--- config.mk ---
export PLATFORM = sky130hd
export DESIGN_NAME = set_assoc_cache
export DESIGN_NICKNAME = d
export VERILOG_FILES = /design/src/rtl/set_assoc_cache_pkg.sv /design/src/rtl/cache_way.sv /design/src/rtl/set_assoc_cache.sv
export SDC_FILE = /design/constraint.sdc
export NUM_CORES = 1
export LEC_CHECK = 0
export BUFFER_PORTS_ARGS = -buffer_cell sky130_fd_sc_hd__buf_2
export CORE_MARGIN = 1
export CORE_UTILIZATION = 56
export CTS_CLUSTER_DIAMETER = 100
export DETAILED_ROUTE_END_ITERATION = 16
export PLACE_DENSITY = 0.84
export SLEW_MARGIN = 20
export SYNTH_ARGS = -nofsm -noshare
export SYNTH_HDL_FRONTEND = slang
export SYNTH_SLANG_ARGS = --single-unit
export TNS_END_PERCENT = 50
--- constraint.sdc ---
create_clock -name clk -period 11.9 [get_ports clk]
set_clock_uncertainty 0.1 [all_clocks]
set_input_delay 1.785 -clock clk [delete_from_list [all_inputs] [get_ports clk]]
set_output_delay 1.785 -clock clk [all_outputs]
set_load 0.01 [all_outputs]
--- src/rtl/set_assoc_cache_pkg.sv ---
// rtl/set_assoc_cache_pkg.sv - shared constants and line type for the two-way data cache
package set_assoc_cache_pkg;
  localparam int DEF_DATA_WIDTH = 32;
  localparam int DEF_ADDR_WIDTH = 32;
  localparam int DEF_SET_BITS   = 3;
  localparam int NUM_WAYS       = 2;

  typedef struct packed {
    logic                                     valid;
    logic [DEF_ADDR_WIDTH-DEF_SET_BITS-1:0]   tag;
    logic [DEF_DATA_WIDTH-1:0]                data;
  } cache_line_t;
endpackage

--- src/rtl/cache_way.sv ---
// rtl/cache_way.sv - storage for one cache way: per-set valid/tag/data, tag compare and read
module cache_way
  import set_assoc_cache_pkg::*;
#(
  parameter int DATA_WIDTH = DEF_DATA_WIDTH,
  parameter int TAG_WIDTH  = DEF_ADDR_WIDTH - DEF_SET_BITS,
  parameter int SET_BITS   = DEF_SET_BITS
) (
  input  logic                  clk,
  input  logic                  rst_n,
  input  logic                  i_we,
  input  logic [SET_BITS-1:0]   i_idx,
  input  logic [TAG_WIDTH-1:0]  i_tag,
  input  logic [DATA_WIDTH-1:0] i_wd,
  output logic                  o_match,
  output logic [DATA_WIDTH-1:0] o_data
);
  localparam int NUM_SETS = 1 << SET_BITS;

  logic [NUM_SETS-1:0]   r_valid;
  logic [TAG_WIDTH-1:0]  r_tag  [NUM_SETS];
  logic [DATA_WIDTH-1:0] r_data [NUM_SETS];

  always_ff @(posedge clk or negedge rst_n) begin
    if (!rst_n) begin
      r_valid <= '0;
    end else if (i_we) begin
      r_valid[i_idx] <= 1'b1;
    end
  end

  // Tag and data carry no reset; a cleared valid bit hides whatever they hold.
  always_ff @(posedge clk) begin
    if (rst_n && i_we) begin
      r_tag[i_idx]  <= i_tag;
      r_data[i_idx] <= i_wd;
    end
  end

  assign o_match = r_valid[i_idx] && (r_tag[i_idx] == i_tag);
  assign o_data  = r_data[i_idx];
endmodule

--- src/rtl/set_assoc_cache.sv ---
// rtl/set_assoc_cache.sv - two-way write-allocate cache; CACHE_LRU_EN selects LRU, else round-robin
module set_assoc_cache
  import set_assoc_cache_pkg::*;
#(
  parameter int DATA_WIDTH = DEF_DATA_WIDTH,
  parameter int ADDR_WIDTH = DEF_ADDR_WIDTH,
  parameter int SET_BITS   = DEF_SET_BITS
) (
  input  logic                  clk,
  input  logic                  rst_n,
  input  logic                  WE,
  input  logic [DATA_WIDTH-1:0] WD,
  input  logic [ADDR_WIDTH-1:0] A,
  output logic                  hit,
  output logic [DATA_WIDTH-1:0] DATA_OUT
);
  localparam int NUM_SETS  = 1 << SET_BITS;
  localparam int TAG_WIDTH = ADDR_WIDTH - SET_BITS;

  logic [SET_BITS-1:0]   w_idx;
  logic [TAG_WIDTH-1:0]  w_tag;
  logic [NUM_WAYS-1:0]   w_match;
  logic [DATA_WIDTH-1:0] w_data [NUM_WAYS];
  logic [NUM_WAYS-1:0]   w_way_we;
  logic                  w_hit_way;
  logic [NUM_SETS-1:0]   r_repl;

  assign w_idx = A[SET_BITS-1:0];
  assign w_tag = A[ADDR_WIDTH-1:SET_BITS];

  // Way 0 wins if both ever match, so the hitting way is way 1 only when way 0 misses.
  assign hit       = |w_match;
  assign w_hit_way = ~w_match[0];

  for (genvar k = 0; k < NUM_WAYS; k++) begin : g_way
    assign w_way_we[k] = WE && (hit ? (w_hit_way == 1'(k)) : (r_repl[w_idx] == 1'(k)));

    cache_way #(
      .DATA_WIDTH (DATA_WIDTH),
      .TAG_WIDTH  (TAG_WIDTH),
      .SET_BITS   (SET_BITS)
    ) u_way (
      .clk     (clk),
      .rst_n   (rst_n),
      .i_we    (w_way_we[k]),
      .i_idx   (w_idx),
      .i_tag   (w_tag),
      .i_wd    (WD),
      .o_match (w_match[k]),
      .o_data  (w_data[k])
    );
  end

  always_comb begin
    DATA_OUT = '0;
    if (w_match[0]) begin
      DATA_OUT = w_data[0];
    end else if (w_match[1]) begin
      DATA_OUT = w_data[1];
    end
  end

  always_ff @(posedge clk or negedge rst_n) begin
    if (!rst_n) begin
      r_repl <= '0;
`ifdef CACHE_LRU_EN
    end else if (hit) begin
      r_repl[w_idx] <= ~w_hit_way;
`endif
    end else if (WE && !hit) begin
      r_repl[w_idx] <= ~r_repl[w_idx];
    end
  end
endmodule

==> results.toml <==
[route]
dr.pass1.iters = 5
vias = 21578
ant_nets = 0
routedWlPerCell_um = 31.1
drc = 0
vias_per_cell = 6.86
drt_iter0_markers = 3242
wl_um = 97800

[die]
start_util_pct = 56.9
std_cell_rows = 95
die_h_um = 264
fp.dieW_um = 264
fp.dieArea_um2 = 69800
num_io_pins = 100
coreArea_um2 = 67600

[finish]
stdcell_area_um2 = 43100
final_cells = 3146
final_nets = 2257
register_area_um2 = 29900
nFillCells = 4252
syn_to_final_growth_pct = 12.0
multi_input_area_um2 = 8110
drive_above_1_share_pct = 18.7

[placed_design]
numPlacedInstances = 2968
dp_hpwl_um = 51900
placed_cell_area_um2 = 40100
gp_congestion = 0.834
io_buffers = 99

[worst_setup_path]
path_max_fanout = 75
start_kind = "primary input"
r2r_cells = 10
r2r-end = "g_way[0].u_way.r_data[5][29]"
timing.rr.start = "g_way[0].u_way.r_tag[5][25]"
critPathRequiredTime_ps = 10020
cp.arrival_ps = 6730
r2r_slack_ps = 6490
path_class = "in -> out"
end_kind = "primary output"

[grt]
antenna_found_initial = 11
grt_max_degree = 121
grt_pass1_vias = 22060
grt_first_pass_wirelength_um = 143000
grtUsageTotal_pct = 28.1
overflow = 0

[synth]
synthFlopType = "edfxtp_1"
post_synth_instance_area_um2 = 38500
yosysWarnings = 0
synth_edf_count = 976
synthesis.nets = 2138
ys_top_cells_by_count = "edfxtp_1 (976), mux2i_1 (162), a22oi_1 (107)"
netlist_instances = 2071
syn_area_per_cell_um2 = 18.6
synth_top_area_share_pct = 76.2
synth_top_cell_by_area = "edfxtp_1"
ys_ff_latch = 1000
seq_area_frac_synth_pct = 77.7
synthTopCellsByArea = "edfxtp_1 (76%), mux2i_1 (4.2%), mux4_2 (3.9%)"
yosys.cell_types.count = 53
synth.most_common_cell = "edfxtp_1"
synth-async-reset-ratio_pct = 2.40

[pwr]
clockPowerShare_pct = 40.1
intPower_w = 0.00578
share_comb_of_total_power_pct = 6.0
peakVddDrop_v = 0.000169
pwr-share-seq_pct = 53.9
p_leak_nw = 14.0
p_per_area_nw_per_um2 = 171
p_switching_w = 0.00159
swShare_pct = 21.6

[flow_run]
max_cap_viol_count = 0

[worst_hold_path]
hold_path_end = "g_way[1].u_way.r_valid[0]"
hold_class = "reg -> reg"
worstHoldStart = "g_way[1].u_way.r_valid[0]"
holdPathStages = 1

[timing]
max_slew.worst_pin.slew_ps = 1050
layout_min_cycle_time_ps = 8620
period_share_pct = 72.4
slew_headroom_pct = 29.9
drv_slew = 0
clock.fmax_ghz = 0.116
final_hold_viol_count = 0
rsz0062_at_grt = "no"
setup_viol = 0

[cts]
htree_levels = 3
cts_buffers = 93
post_cts_buffers = 0
cts-root-buf = "clkbuf_16"
cts.path.max_buffers = 3
cts.sinks = 1000
clkTransAtPathRegs_ps = 60
cts_resized = 0
postCtsHoldBufs = 0
clk_latency_ps = 660
cts_tree = "built"

[outcome]
status = "finished clean"
## cells in the final DEF (no fill, tap or decap), types with 33 or more instances in the layout
| cell type | count |
|---|---|
| edfxtp_1 | 976 |
| mux2i_1 | 162 |
| a22oi_1 | 107 |
| clkbuf_16 | 96 |
| buf_2 | 96 |
| mux4_2 | 67 |
| nor2_1 | 61 |
| nand2_1 | 58 |
| xnor2_1 | 55 |
| buf_4 | 53 |
| a221oi_1 | 48 |
| o21ai_0 | 48 |
| o22ai_1 | 37 |
| a21oi_1 | 36 |
| mux2_2 | 33 |
## flip-flops by register name (all words and copies together) (netlist names)
| register | count |
|---|---|
| r_repl | 8 |
| g_way.u_way.r_valid | 16 |
| g_way.u_way.r_tag | 464 |
| g_way.u_way.r_data | 512 |
## per-stage QoR
step / hold WS, ps / setup WS [ps] / TNS, ps / util (%) / power, W
detailed placement: 359 / 3480 / 0 / 59.2 / 0.00447
global placement: 350 / 3600 / 0 / 59.2 / 0.00445
floorplan: 336 / -2460 / -1197930 / - / 0.00430
finish: 375 / 3280 / 0 / 63.7 / 0.00737
CTS: 373 / 3450 / 0 / 63.7 / 0.00737
global route: 394 / 3130 / 0 / 63.7 / 0.00753
## worst max path at each step
| stage | end | cells after the start | slack, ps | startpoint |
|---|---|---|---|---|
| floorplan | g_way[1].u_way.r_data[1][0] | 13 | -2460 | A[0] |
| global placement | DATA_OUT[8] | 13 | 3600 | A[2] |
| detailed placement | DATA_OUT[11] | 12 | 3480 | A[0] |
| CTS | DATA_OUT[11] | 13 | 3450 | A[1] |
| global route | DATA_OUT[11] | 13 | 3130 | A[1] |
| finish | DATA_OUT[11] | 13 | 3280 | A[1] |
## final cells by class
class,instances,area share (%)
inverter,3,0.0261
timing repair buffer,153,2.17
sequential,1000,69.4
clock inverter,63,1.29
tap,873,2.54
antenna,5,0.0290
clock buffer,110,5.70
multi-input combinational,939,18.8
## cell families (layout without fill, tap and decap cells)
family | Yosys count | count (layout) | synth area share, %
xor gates and xnor gates | 58 | 58 | 1.32
AOI/OAI and AO/OA | 401 | 401 | 7.48
muxes | 263 | 263 | 9.13
other | 0 | 5 | 0
and+or+nand+nor | 217 | 217 | 2.75
DFF | 1000 | 1000 | 77.7
buffers and inverters | 132 | 329 | 1.61
## power groups by stage
| stage | Sequential (W) | Clock (W) | Combinational [W] |
|---|---|---|---|
| final | 0.00397 | 0.00296 | 0.000440 |
| after global routing | 0.00397 | 0.00310 | 0.000459 |
| after CTS | 0.00397 | 0.00297 | 0.000433 |
| after detailed placement | 0.00404 | 0 | 0.000425 |
| after global placement | 0.00404 | 0 | 0.000409 |
| after floorplan | 0.00405 | 0 | 0.000253 |
## per-layer routing
| metal | track usage [%] | wire length (um) | vias to the layer above |
|---|---|---|---|
| met5 | 0 | 125 | - |
| met4 | 12.9 | 3930 | 18 |
| met3 | 6.79 | 12300 | 308 |
| met2 | 45.0 | 47500 | 1659 |
| met1 | 36.7 | 34000 | 10848 |
| li1 | - | - | 8745 |
## worst max-delay path: stages
cell and delay, ps:
buf_6 420, buf_4 580, buf_4 730, nor3_2 140, buf_4 340, a222oi_1 450
xor2_1 210, o2111ai_1 180, nor4_4 230, buf_4 770, inv_2 320, o21ai_0 300
buf_2 180
No activity file was read; power rests on OpenSTA's default activity.
